--- config.mk ---
export PLATFORM = sky130hd
export DESIGN_NAME = wrr_arbiter
export DESIGN_NICKNAME = d
export VERILOG_FILES = /design/src/rtl/wrr_pkg.sv /design/src/rtl/wrr_next_pick.sv /design/src/rtl/wrr_arbiter.sv
export SDC_FILE = /design/constraint.sdc
export NUM_CORES = 1
export LEC_CHECK = 0
export BUFFER_PORTS_ARGS = -buffer_cell sky130_fd_sc_hd__buf_4
export CORE_AREA = 2 2 60 50
export CTS_BUF_LIST = sky130_fd_sc_hd__clkbuf_16
export DETAILED_ROUTE_END_ITERATION = 16
export DIE_AREA = 0 0 62 52
export GPL_ROUTABILITY_DRIVEN = 1
export PLACE_DENSITY = 0.7
export SYNTH_ARGS = -nofsm -noshare
export SYNTH_HDL_FRONTEND = slang
export SYNTH_SLANG_ARGS = --single-unit
--- constraint.sdc ---
create_clock -name clk -period 4.08 [get_ports clk]
set_input_delay 0.408 -clock clk [delete_from_list [all_inputs] [get_ports clk]]
set_output_delay 0.408 -clock clk [all_outputs]
set_load 0.02 [all_outputs]
--- src/rtl/wrr_pkg.sv ---
// Shared types and helpers for the weighted round-robin arbiter.
package wrr_pkg;

  typedef enum logic {
    IDLE  = 1'b0,
    SERVE = 1'b1
  } state_t;

  // Widest flattened weight bus the slice helper accepts.
  localparam int WV_MAX = 256;

  function automatic logic [31:0] onehot(input int unsigned idx);
    return 32'(1) << idx;
  endfunction

  function automatic logic [15:0] weight_of(input logic [WV_MAX-1:0] w,
                                            input int unsigned idx,
                                            input int unsigned ww);
    logic [WV_MAX-1:0] mask;
    mask = (WV_MAX'(1) << ww) - WV_MAX'(1);
    return 16'((w >> (idx * ww)) & mask);
  endfunction

endpackage

--- src/rtl/wrr_next_pick.sv ---
// Circular priority picker: first set bit of elig after ptr, with ptr itself checked last.
module wrr_next_pick #(
  parameter int NUM_CH = 4,
  parameter int SEL_W  = $clog2(NUM_CH)
) (
  input  logic [NUM_CH-1:0] elig,
  input  logic [SEL_W-1:0]  ptr,
  output logic              found,
  output logic [SEL_W-1:0]  idx
);

  localparam logic [SEL_W:0] NCH = (SEL_W+1)'(NUM_CH);

  logic [SEL_W:0] sum;

  // Walk from farthest to nearest so the nearest eligible channel wins.
  always_comb begin
    found = 1'b0;
    idx   = '0;
    sum   = '0;
    for (int i = NUM_CH; i >= 1; i--) begin
      sum = {1'b0, ptr} + (SEL_W+1)'(i);
      if (sum >= NCH) sum = sum - NCH;
      if (elig[sum[SEL_W-1:0]]) begin
        found = 1'b1;
        idx   = sum[SEL_W-1:0];
      end
    end
  end

endmodule

--- src/rtl/wrr_arbiter.sv ---
// Weighted round-robin arbiter: each eligible channel gets up to weight[i]
// consecutive transfers before service moves on in circular order.
//   state | meaning
//   IDLE  | nothing granted, waiting for an eligible channel
//   SERVE | channel ptr granted, credit transfers remaining
module wrr_arbiter
  import wrr_pkg::*;
#(
  parameter int NUM_CH   = 4,
  parameter int WEIGHT_W = 4,
  parameter int SEL_W    = $clog2(NUM_CH)
) (
  input  logic                         clk,
  input  logic                         rst,
  input  logic                         enb,
  input  logic [NUM_CH-1:0]            req,
  input  logic [NUM_CH*WEIGHT_W-1:0]   weight,
  input  logic                         ready,
  output logic [NUM_CH-1:0]            grant,
  output logic [SEL_W-1:0]             sel,
  output logic                         valid,
  output logic [NUM_CH-1:0]            pop
);

  state_t              state;
  logic [SEL_W-1:0]    ptr;
  logic [WEIGHT_W-1:0] credit;

  logic [NUM_CH-1:0]   elig;
  logic                found;
  logic [SEL_W-1:0]    pick;
  logic [WEIGHT_W-1:0] pick_w;
  logic                cur_req;
  logic                leave;

  for (genvar i = 0; i < NUM_CH; i++) begin : g_elig
    assign elig[i] = req[i] & (weight_of(WV_MAX'(weight), i, WEIGHT_W) != 16'd0);
  end

  wrr_next_pick #(.NUM_CH(NUM_CH), .SEL_W(SEL_W)) u_pick (
    .elig  (elig),
    .ptr   (ptr),
    .found (found),
    .idx   (pick)
  );

  assign pick_w  = WEIGHT_W'(weight_of(WV_MAX'(weight), 32'(pick), WEIGHT_W));
  assign pop     = {NUM_CH{enb & ready}} & grant & req;
  assign cur_req = |(grant & req);
  // Credit exhausted on this transfer, or the granted FIFO ran dry.
  assign leave   = !cur_req || (ready && credit == WEIGHT_W'(1));

  always_ff @(posedge clk or negedge rst) begin
    if (!rst) begin
      state  <= IDLE;
      ptr    <= SEL_W'(NUM_CH - 1);
      credit <= '0;
      grant  <= '0;
      sel    <= '0;
      valid  <= 1'b0;
    end else if (enb) begin
      case (state)
        IDLE: begin
          if (found) begin
            state  <= SERVE;
            ptr    <= pick;
            sel    <= pick;
            grant  <= NUM_CH'(onehot(32'(pick)));
            valid  <= 1'b1;
            credit <= pick_w;
          end
        end
        SERVE: begin
          if (leave) begin
            if (found) begin
              ptr    <= pick;
              sel    <= pick;
              grant  <= NUM_CH'(onehot(32'(pick)));
              credit <= pick_w;
            end else begin
              state  <= IDLE;
              grant  <= '0;
              valid  <= 1'b0;
              credit <= '0;
            end
          end else if (ready) begin
            credit <= credit - WEIGHT_W'(1);
          end
        end
        default: state <= IDLE;
      endcase
    end
  end

endmodule

==> flow_summary.yaml, run 1 <==
run_status:
  run_status: "complete, no violations"
logic_synthesis:
  syn_area_um2: 1130
  synth_ff_type: "dfrtp_1"
  avgSynthCellArea_um2: 9.78
  yosys_warnings: 0
  synth_top_family_by_area: "compound AO/OA/AOI/OAI gates"
  muxShareOfSynthArea: 0.0584
  ys_seq_area_frac: 0.311
  syn_nets: 143
  synth-edff-count: 0
  syn_inst: 116
  synthAdderAreaFrac: 0.0331
  synth-compound-area-share: 0.380
  synthXorXnorAreaFrac: 0
  ys_types: 47
  synth-async-reset-ratio: 1.00
  synthSimpleGateAreaFrac: 0.197
  synth-seq-cells: 14
clock_network:
  clock_sinks: 14
  clock_latency_ns: 0.25
  cts_tree: "done"
  cts-htree-levels: 1
  post_cts_resized: 0
  root_buffer: "clkbuf_16"
  hold_buffers: 0
  cts_made_buffers: 3
  cts.clk_slew.worst_paths_ns: 0.05
  clk_path_buf_depth: 2
  post_cts_buffers: 0
setup_path:
  reg2reg_to: "grant[2]"
  startpoint_type: "input port"
  reg2reg_setup_slack_ns: 1.81
  crit_type: "in2reg"
  required_ns: 4.24
  critical-path-top-delay-family: "simple AND/OR/NAND/NOR gates"
  worst_path_max_delay_cell: "o41ai_2"
  cp-end-kind: "flip-flop"
  reg2reg_depth: 8
  worstPathArrival_ns: 2.61
  path_cells: "buf_4 -> o41ai_2 -> nand2_2 -> or3_4 -> inv_2 -> ha_1 -> or2b_2 -> a21o_2 -> o2bb2ai_1 -> and2b_1 -> a211oi_2"
  cp_num_buf_inv: 2
  cp_max_fo: 5
  r2r_start: "credit[1]"
  slowest_delay_ns: 0.44
sta:
  fin_skew_ns: 0.00177
  tightestPinTransition_ns: 0.595
  fin_crit_sh: 0.601
  setup_violations: 0
  setup_tns_ns: 0
  rsz0062_at_grt: "false"
  hold_viol: 0
  relSlewSlack: 0.598
  report.final.slew_viol_count: 0
  fmax_mhz: 408
  period_minus_slack_ns: 2.45
drt:
  dr.pass1.iters: 4
  ant_nets: 0
  wl_met1_mm: 1.36
  drtIter0Drc: 56
  routedWlPerCell_um: 15.2
  drt-total-wl_mm: 2.93
  viasPerCell: 5.45
  drc: 0
  dr_wl_met2_mm: 1.41
  vias: 1047
  wl_met3_um: 137
  maxUsedRoutingLayer: "met4"
floorplan:
  core_um2: 2660
  initial_core_util: 0.427
  rows: 17
  fp.dieH_um: 52
  ios: 35
  die_w_um: 62
  die_area_um2: 3220
cells_and_area:
  drive_gt1_frac: 0.422
  n_antenna_cell: 0
  final_cell_mix: "buf_4 (34), nand2_1 (13), dfrtp_1 (12)"
  stdcell_area_um2: 1520
  area_delta_synth_final_pct: 33.6
  final_cells: 192
  nets: 182
  final_common_cell: "buf_4"
place:
  dp.final_hpwl_mm: 2.37
  portBuffers: 34
  dp_cells: 188
  routabilityCongestion: 0.910
  placed_cell_area_um2: 1440
pwr:
  power_density_nw_per_um2: 583
  cellLeakagePower_uw: 0.000690
  ir_drop_v: 0.000400
global_route:
  grt_overflow: 0
  antenna_found_initial: 0
  grt_start_max_net_pins: 15
  grtUsageTotal: 0.211
  grt_pass1_vias: 1046
  grt_pass1_wl_mm: 4.90
flow_run:
  drv_cap: 0
hold_path:
  hp-class: "in2async"
[cells by family after synthesis]
kind of cell	count (synthesis)
AO/OA/AOI/OAI	46
adder cells (fa/ha/maj)	3
multiplexers	6
flip-flops	14
buffers and inverters	6
AND/OR/NAND/NOR	41
[synth_stat cells, types with 2 or more instances]
| cell type | n | area share |
|---|---|---|
| o41ai_2 | 3 | 0.043 |
| dfrtp_1 | 12 | 0.26 |
| inv_1 | 5 | 0.017 |
| o211ai_1 | 3 | 0.020 |
| a21oi_1 | 6 | 0.026 |
| o41a_1 | 3 | 0.030 |
| a21o_1 | 2 | 0.013 |
| o21ai_0 | 6 | 0.026 |
| a22o_2 | 2 | 0.018 |
| mux2i_1 | 4 | 0.035 |
| a21boi_0 | 3 | 0.020 |
| nor2b_1 | 3 | 0.017 |
| ha_1 | 3 | 0.033 |
| a22o_1 | 2 | 0.015 |
| nand2_2 | 2 | 0.011 |
| nor3_1 | 2 | 0.0088 |
| or2b_2 | 2 | 0.015 |
| dfstp_2 | 2 | 0.046 |
| nand2_1 | 13 | 0.043 |
| and3_2 | 4 | 0.026 |
| nor2_1 | 8 | 0.026 |
[state kept, by name, summed over array words and instances, names as in the netlist]
signal,flops
state,1
credit,4
sel,2
valid,1
ptr,2
grant,4
[per-stage QoR]
step	setup slack, ns	util	power [uW]	hold WS, ns
finish	1.63	0.570	884	0.00718
global placement	1.47	0.541	685	0.267
global route	1.46	0.570	944	0.0181
CTS	1.63	0.570	890	0.0108
floorplan	1.67	-	557	0.112
detailed placement	1.38	0.541	696	0.272
[layer usage]
metal | vias to the layer above | track usage
met5 | - | 0
met4 | 0 | 0.0461
met3 | 2 | 0.0572
met2 | 27 | 0.313
met1 | 501 | 0.302
li1 | 517 | -
[worst reg2reg max path, stage by stage (launching register included)]
cell	delay (ns)
dfrtp_1	0.39
inv_1	0.08
ha_1	0.13
nor4bb_1	0.55
a311oi_4	0.15
nor2b_1	0.25
nand2_1	0.20
nor2_1	0.28
a22o_2	0.19
[worst max path at each step]
stage	from	end	slack, ns	depth (start not counted)
floorplan	weight[9]	credit[0]	1.67	10
finish	weight[9]	credit[0]	1.63	11
global route	weight[9]	credit[0]	1.46	11
global placement	weight[9]	credit[0]	1.47	11
detailed placement	weight[9]	credit[0]	1.38	11
CTS	weight[9]	credit[0]	1.63	11
[report_power, final]
group	internal [uW]	total (uW)	switching, uW
logic	202	436	234
registers	205	260	54.8
clock network	130	189	59.0
[layout make-up]
| class | instances | area [um^2] |
|---|---|---|
| fill | 244 | 1140 |
| multi-input combinational | 96 | 759 |
| sequential | 14 | 353 |
| timing repair buffer | 34 | 255 |
| clock buffer | 3 | 75.1 |
| tap | 38 | 47.5 |
| inverter | 6 | 22.5 |
| clock inverter | 1 | 3.75 |
Note: power is estimated with default switching activity, not from simulation.
==> inputs of run 2 (changes only) <==
--- a/config.mk
+++ b/config.mk
@@ -5,13 +5,14 @@
 export SDC_FILE = /design/constraint.sdc
 export NUM_CORES = 1
 export LEC_CHECK = 0
+export ABC_AREA = 1
 export BUFFER_PORTS_ARGS = -buffer_cell sky130_fd_sc_hd__buf_4
-export CORE_AREA = 2 2 60 50
+export CORE_AREA = 2 2 61 52
 export CTS_BUF_LIST = sky130_fd_sc_hd__clkbuf_16
 export DETAILED_ROUTE_END_ITERATION = 16
-export DIE_AREA = 0 0 62 52
+export DIE_AREA = 0 0 63 54
 export GPL_ROUTABILITY_DRIVEN = 1
-export PLACE_DENSITY = 0.7
+export PLACE_DENSITY = 0.71
 export SYNTH_ARGS = -nofsm -noshare
 export SYNTH_HDL_FRONTEND = slang
 export SYNTH_SLANG_ARGS = --single-unit
==> constraint.sdc (replaced) <==
create_clock -name clk -period 2.05 [get_ports clk]
set_input_delay 0.205 -clock clk [delete_from_list [all_inputs] [get_ports clk]]
set_output_delay 0.205 -clock clk [all_outputs]
set_load 0.02 [all_outputs]
==> run 2 against run 1 <==
- utilization increased by 2.2 points
- hold slack gained 0.22 ns
- cell count up 38%
- synthesized cell count is 57% higher
- sequential cell count unchanged
- routed wire length is 6.5% higher
- clock power grew 91%
- clock-buffer cell count unchanged
- critical endpoint is now credit[3]
- clock skew down 0.0010 ns
- first-iteration DRC count increased by 16%
- critical path depth increased by 2
==> flow_summary.yaml, run 2 <==
sta:
  hold_viol: 0
  fin_skew_ns: 0.000716
  setup_violations: 0
  fmax_mhz: 496
  fin_crit_sh: 0.984
  fin_ws_ns: 0.0326
  rsz0062_at_grt: "true"
  period_minus_slack_ns: 2.02
  relSlewSlack: 0.786
  tightestPinTransition_ns: 0.320
  report.final.slew_viol_count: 0
drt:
  viasPerCell: 4.84
  dr.pass1.iters: 4
  drt-total-wl_mm: 3.12
  vias: 1282
  ant_nets: 0
  drtIter0Drc: 65
  drc: 0
  routedWlPerCell_um: 11.8
logic_synthesis:
  syn_nets: 209
  syn_inst: 182
  synth_top_family_by_area: "simple AND/OR/NAND/NOR gates"
  synthXorXnorAreaFrac: 0.0377
  muxShareOfSynthArea: 0
  synth_top_cell_by_area: "dfrtp_1"
  synth-compound-area-share: 0.104
  synthTopCellsByCount: "nand2_1 (56), inv_1 (29), nand3_1 (26)"
  synth-seq-cells: 14
  synth-async-reset-ratio: 1.00
  ys_types: 22
  ys_seq_area_frac: 0.296
  synth-edff-count: 0
  synth.most_common_cell: "nand2_1"
  synthSimpleGateAreaFrac: 0.422
  syn_area_um2: 1190
  synth_ff_type: "dfrtp_1"
  synth.area.top_cells: "dfrtp_1 (25%), nand2_1 (18%), nand3_1 (11%), inv_1 (9.1%), nor2_1 (5.3%)"
  synthAdderAreaFrac: 0.0314
  yosys.area.top_type_share: 0.252
  yosys_warnings: 0
  avgSynthCellArea_um2: 6.56
cells_and_area:
  n_antenna_cell: 0
  final_cells: 265
  final_cell_mix: "nand2_1 (47), buf_4 (37), inv_1 (28)"
  final_common_cell: "nand2_1"
  finalCoreUtilization: 0.593
  nets: 254
  top_regs: "credit (4), grant (4)"
  drive_gt1_frac: 0.329
  stdcell_area_um2: 1700
  fillerInstances: 271
  area_delta_synth_final_pct: 42.0
setup_path:
  r2r_start: "ptr[0]"
  slowest_delay_ns: 0.71
  reg2reg_depth: 13
  cp-end-kind: "flip-flop"
  critical-path-top-delay-family: "simple AND/OR/NAND/NOR gates"
  cp_max_fo: 8
  worstPathArrival_ns: 2.19
  crit_type: "reg2reg"
  reg2reg_setup_slack_ns: 0.03
  reg2reg_to: "credit[3]"
  startpoint_type: "flip-flop"
  path_cells: "xor2_4 -> inv_2 -> nand2_4 -> nand2_4 -> nor2_4 -> nand3_4 -> nand2_8 -> nand2_2 -> nand2_1 -> nand2_1 -> nand2_2 -> nand2_2 -> a21oi_2"
  worst_path_max_delay_cell: "dfstp_4"
  cp_num_buf_inv: 1
  path_common_cell: "nand2_2"
  required_ns: 2.22
clock_network:
  clock_latency_ns: 0.24
  clk_path_buf_depth: 2
  cts_made_buffers: 3
  cts_tree: "done"
  clock_sinks: 14
  cts-htree-levels: 1
  cts.clk_slew.worst_paths_ns: 0.04
  root_buffer: "clkbuf_16"
place:
  routabilityCongestion: 0.832
  placed_cell_area_um2: 1500
  portBuffers: 34
  dp_cells: 257
  dp.final_hpwl_mm: 2.44
  detailedPlace.worstSlack_ns: -0.0740
hold_path:
  min-delay-start: "enb"
  hp-class: "in2reg"
  holdPathStages: 3
  whs_endpoint: "state"
floorplan:
  die_w_um: 63
  ios: 35
  initial_core_util: 0.417
  die_area_um2: 3400
  rows: 18
  core_um2: 2860
  fp.dieH_um: 54
pwr:
  ir_drop_v: 0.000750
  cellLeakagePower_uw: 0.000924
  power_density_nw_per_um2: 1790
global_route:
  grt_pass1_vias: 1151
  grt_start_max_net_pins: 15
  grtUsageTotal: 0.195
  grt_overflow: 0
  antenna_found_initial: 0
  grt_pass1_wl_mm: 5.11
flow_run:
  drv_cap: 0
run_status:
  run_status: "complete, no violations"
-- run 2: changes by cell type in the layout (fill, tap and decap cells not counted), moves of 7 or more --
cell     before  now
nand2_1      13   47
inv_1         5   28
nor2_1        8   15
nand2_2       2   10
nand3_1       0   25
-- run 2: what timing repair did --
item,4_1_cts,5_1_grt
endpoints found under the setup margin,4,13
buffers inserted,0,1
cloned,0,3
pin swaps,0,12
hold buffers,1,0
resized for setup,1,20
endpoints found under the hold margin,12,0
-- run 2: where the power goes --
group          leakage, uW  switching [uW]  total, uW  internal (uW)
Clock            0.0000370             106        361            255
Combinational     0.000719            1320       2130            807
Sequential        0.000168             117        542            425
Total             0.000924            1550       3030           1490
-- run 2: worst max path at each step --
stage,start,endpoint,cells past startpoint
after global placement,ptr[0],credit[2],11
after floorplan,ptr[0],credit[2],12
after detailed placement,ptr[0],credit[0],10
after global routing,ptr[0],credit[3],14
final,ptr[0],credit[3],13
after CTS,ptr[0],credit[0],10
-- run 2: cell type report --
| cell class | count | area [um^2] | share of cell area |
|---|---|---|---|
| clock buffers | 3 | 75.1 | 0.0443 |
| inverters | 31 | 121 | 0.0716 |
| multi-input cells | 139 | 805 | 0.475 |
| flip-flops and latches | 14 | 357 | 0.210 |
| well taps | 40 | 50.0 | 0.0295 |
| repair buffers | 38 | 288 | 0.170 |
-- run 2: tightest hold or removal path: cells and delay by family --
family	cells	cell delay, ns
AO/OA/AOI/OAI	1	0.08
buffers and inverters	2	0.15
-- run 2: per-stage QoR --
| step | TNS (ns) | total power, uW | hold WS, ns |
|---|---|---|---|
| 2_1_floorplan | 0 | 1880 | -0.0906 |
| 3_3_place_gp | -0.206 | 2290 | 0.0627 |
| 3_5_place_dp | -0.260 | 2310 | 0.0687 |
| 4_1_cts | 0 | 2690 | 0.227 |
| 5_1_grt | -0.271 | 3330 | 0.240 |
| 6_report | 0 | 3030 | 0.227 |
-- run 2: routing by layer --
| layer | vias to the layer above | routed length [um] | global-route usage |
|---|---|---|---|
| li1 | 671 | - | - |
| met1 | 570 | 1470 | 0.261 |
| met2 | 34 | 1470 | 0.333 |
| met3 | 7 | 141 | 0.0335 |
| met4 | 0 | 36 | 0.0444 |
| met5 | - | 0 | 0 |
-- run 2: kinds of logic (layout without fill, tap and decap cells) --
family          Yosys count  after routing
simple gates            110            113
xor+xnor                  3              3
fa+ha+maj                 3              3
compound gates           20             20
flops                    14             14
buf+inv                  32             72
==> inputs of run 3 (changes only) <==
--- a/config.mk
+++ b/config.mk
@@ -12,7 +12,9 @@
 export DETAILED_ROUTE_END_ITERATION = 16
 export DIE_AREA = 0 0 63 54
 export GPL_ROUTABILITY_DRIVEN = 1
-export PLACE_DENSITY = 0.71
+export PLACE_DENSITY = 0.68
+export SKIP_CTS_REPAIR_TIMING = 1
+export SLEW_MARGIN = 20
 export SYNTH_ARGS = -nofsm -noshare
 export SYNTH_HDL_FRONTEND = slang
 export SYNTH_SLANG_ARGS = --single-unit
==> constraint.sdc (replaced) <==
create_clock -name clk -period 2 [get_ports clk]
set_input_delay 0.2 -clock clk [delete_from_list [all_inputs] [get_ports clk]]
set_output_delay 0.2 -clock clk [all_outputs]
set_load 0.02 [all_outputs]
==> run 3 against run 2 <==
- the flow now finishes with violations (setup timing)
- global-route usage shrank 0.88 points
- cell count grew 3.4%
- register-to-register slack lost 0.04 ns
- sequential cell count is the same
- maximum frequency grew 0.61%
- sequential power shrank 1%
- hold slack lost 0.0097 ns
- worst setup slack lost 0.038 ns
- sequential share of layout area shrank 0.69 points
- highest routed layer unchanged
==> flow_summary.yaml, run 3 (same netlist as run 2, synthesis figures left out) <==
sta:
  fmax_mhz: 499
  relSlewSlack: 0.725
  period_minus_slack_ns: 2.01
  hold_ws_ns: 0.217
  fin_crit_sh: 1.00
  setup_violations: 2
  tightestPinTransition_ns: 0.412
  fin_ws_ns: -0.00517
  report.final.slew_viol_count: 0
  hold_viol: 0
  fin_skew_ns: 0.00283
  rsz0062_at_grt: "true"
floorplan:
  die_area_um2: 3400
  die_w_um: 63
  ios: 35
  rows: 18
  fp.dieH_um: 54
  core_um2: 2860
  initial_core_util: 0.417
pwr:
  cellLeakagePower_uw: 0.000966
  power_density_nw_per_um2: 1830
  ir_drop_v: 0.000729
place:
  routabilityCongestion: 0.797
  detailedPlace.worstSlack_ns: -0.0213
  portBuffers: 34
  dp.final_hpwl_mm: 2.37
clock_network:
  cts.clk_slew.worst_paths_ns: 0.05
  clock_sinks: 14
  clk_path_buf_depth: 2
  root_buffer: "clkbuf_16"
  cts_tree: "done"
  cts_made_buffers: 3
  clock_latency_ns: 0.24
  cts-htree-levels: 1
setup_path:
  worstPathArrival_ns: 2.18
  startpoint_type: "flip-flop"
  required_ns: 2.17
  worst_path_max_delay_cell: "dfstp_2"
  path_cells: "buf_12 -> xor2_4 -> inv_2 -> nand2_2 -> nand2_2 -> nor2_4 -> nand3_4 -> nand2_4 -> nand2_1 -> nand2_1 -> nand2_1 -> nand2_1 -> nand2_1 -> a21oi_2"
  cp-end-kind: "flip-flop"
  cp_num_buf_inv: 2
  path_common_cell: "nand2_1"
  crit_type: "reg2reg"
  critical-path-top-delay-family: "simple AND/OR/NAND/NOR gates"
  slowest_delay_ns: 0.62
  cp_max_fo: 6
global_route:
  grt_pass1_wl_mm: 4.92
  grt_overflow: 0
  antenna_found_initial: 0
  grt_start_max_net_pins: 15
  grtUsageTotal: 0.186
  grt_pass1_vias: 1148
run_status:
  violations: "setup timing"
  run_status: "finished with violations"
cells_and_area:
  drive_gt1_frac: 0.333
  top_regs: "credit (4), grant (4)"
  final_cell_mix: "nand2_1 (51), buf_4 (44), inv_1 (28)"
  area_delta_synth_final_pct: 45.3
  nets: 262
  final_common_cell: "nand2_1"
  n_antenna_cell: 0
drt:
  dr.pass1.iters: 4
  drt-total-wl_mm: 3.13
  drtIter0Drc: 89
  vias: 1336
  drc: 0
  routedWlPerCell_um: 11.4
  ant_nets: 0
  viasPerCell: 4.88
flow_run:
  drv_cap: 0
hold_path:
  hp-class: "in2reg"
-- run 3: changes by cell type in the layout (fill, tap and decap cells not counted), moves of 2 or more --
| cell | before | now |
|---|---|---|
| buf_4 | 37 | 44 |
| nand2_8 | 2 | 0 |
| nand2_2 | 10 | 8 |
| nand2_1 | 47 | 51 |
-- run 3: layout make-up --
class	count	area, um^2
fillers	278	1130
repair buffers	46	360
inverters	31	119
multi-input cells	139	773
well taps	40	50.0
flip-flops and latches	14	353
clock inverters	1	3.75
clock buffers	3	75.1
-- run 3: path summary, 6_finish.rpt --
| check | start | endpoint | slack (ns) | cells after the start |
|---|---|---|---|---|
| worst max-delay path | ptr[0] | credit[3] | -0.005 | 14 |
| worst min-delay path | enb | state | 0.22 | 3 |
| worst max register to register | ptr[0] | credit[3] | -0.005 | 14 |
| worst min register to register | valid | valid | 0.48 | 2 |
| max in group asynchronous | rst | ptr[0] | 1.42 | 2 |
| min in group asynchronous | rst | state | 0.34 | 2 |
-- run 3: metrics by stage --
step	TNS [ns]	util	std cells	area, um^2	power [uW]
2_1_floorplan	0	-	182	1190	1920
3_3_place_gp	-0.144	0.533	260	1530	2380
3_5_place_dp	-0.0683	0.533	260	1530	2390
4_1_cts	-0.127	0.561	264	1600	2790
5_1_grt	-0.528	0.606	274	1730	3460
6_report	-0.00518	0.606	274	1730	3170
-- run 3: power breakdown --
| group | leakage (uW) | switching, uW | internal, uW |
|---|---|---|---|
| clock network | 0.0000385 | 113 | 264 |
| logic | 0.000760 | 1340 | 918 |
| registers | 0.000167 | 106 | 429 |
-- run 3: per-layer routing --
metal	up-vias	share of wire	routed length (um)	track usage
li1	687	-	-	-
met1	607	0.46	1440	0.240
met2	40	0.48	1500	0.328
met3	2	0.059	186	0.0397
met4	0	0.0032	10	0.0333
met5	-	0	0	0
-- run 3: tightest hold or removal path: cells and delay by family --
kind | cells | cell delay (ns)
compound gates | 1 | 0.08
buf+inv | 2 | 0.15
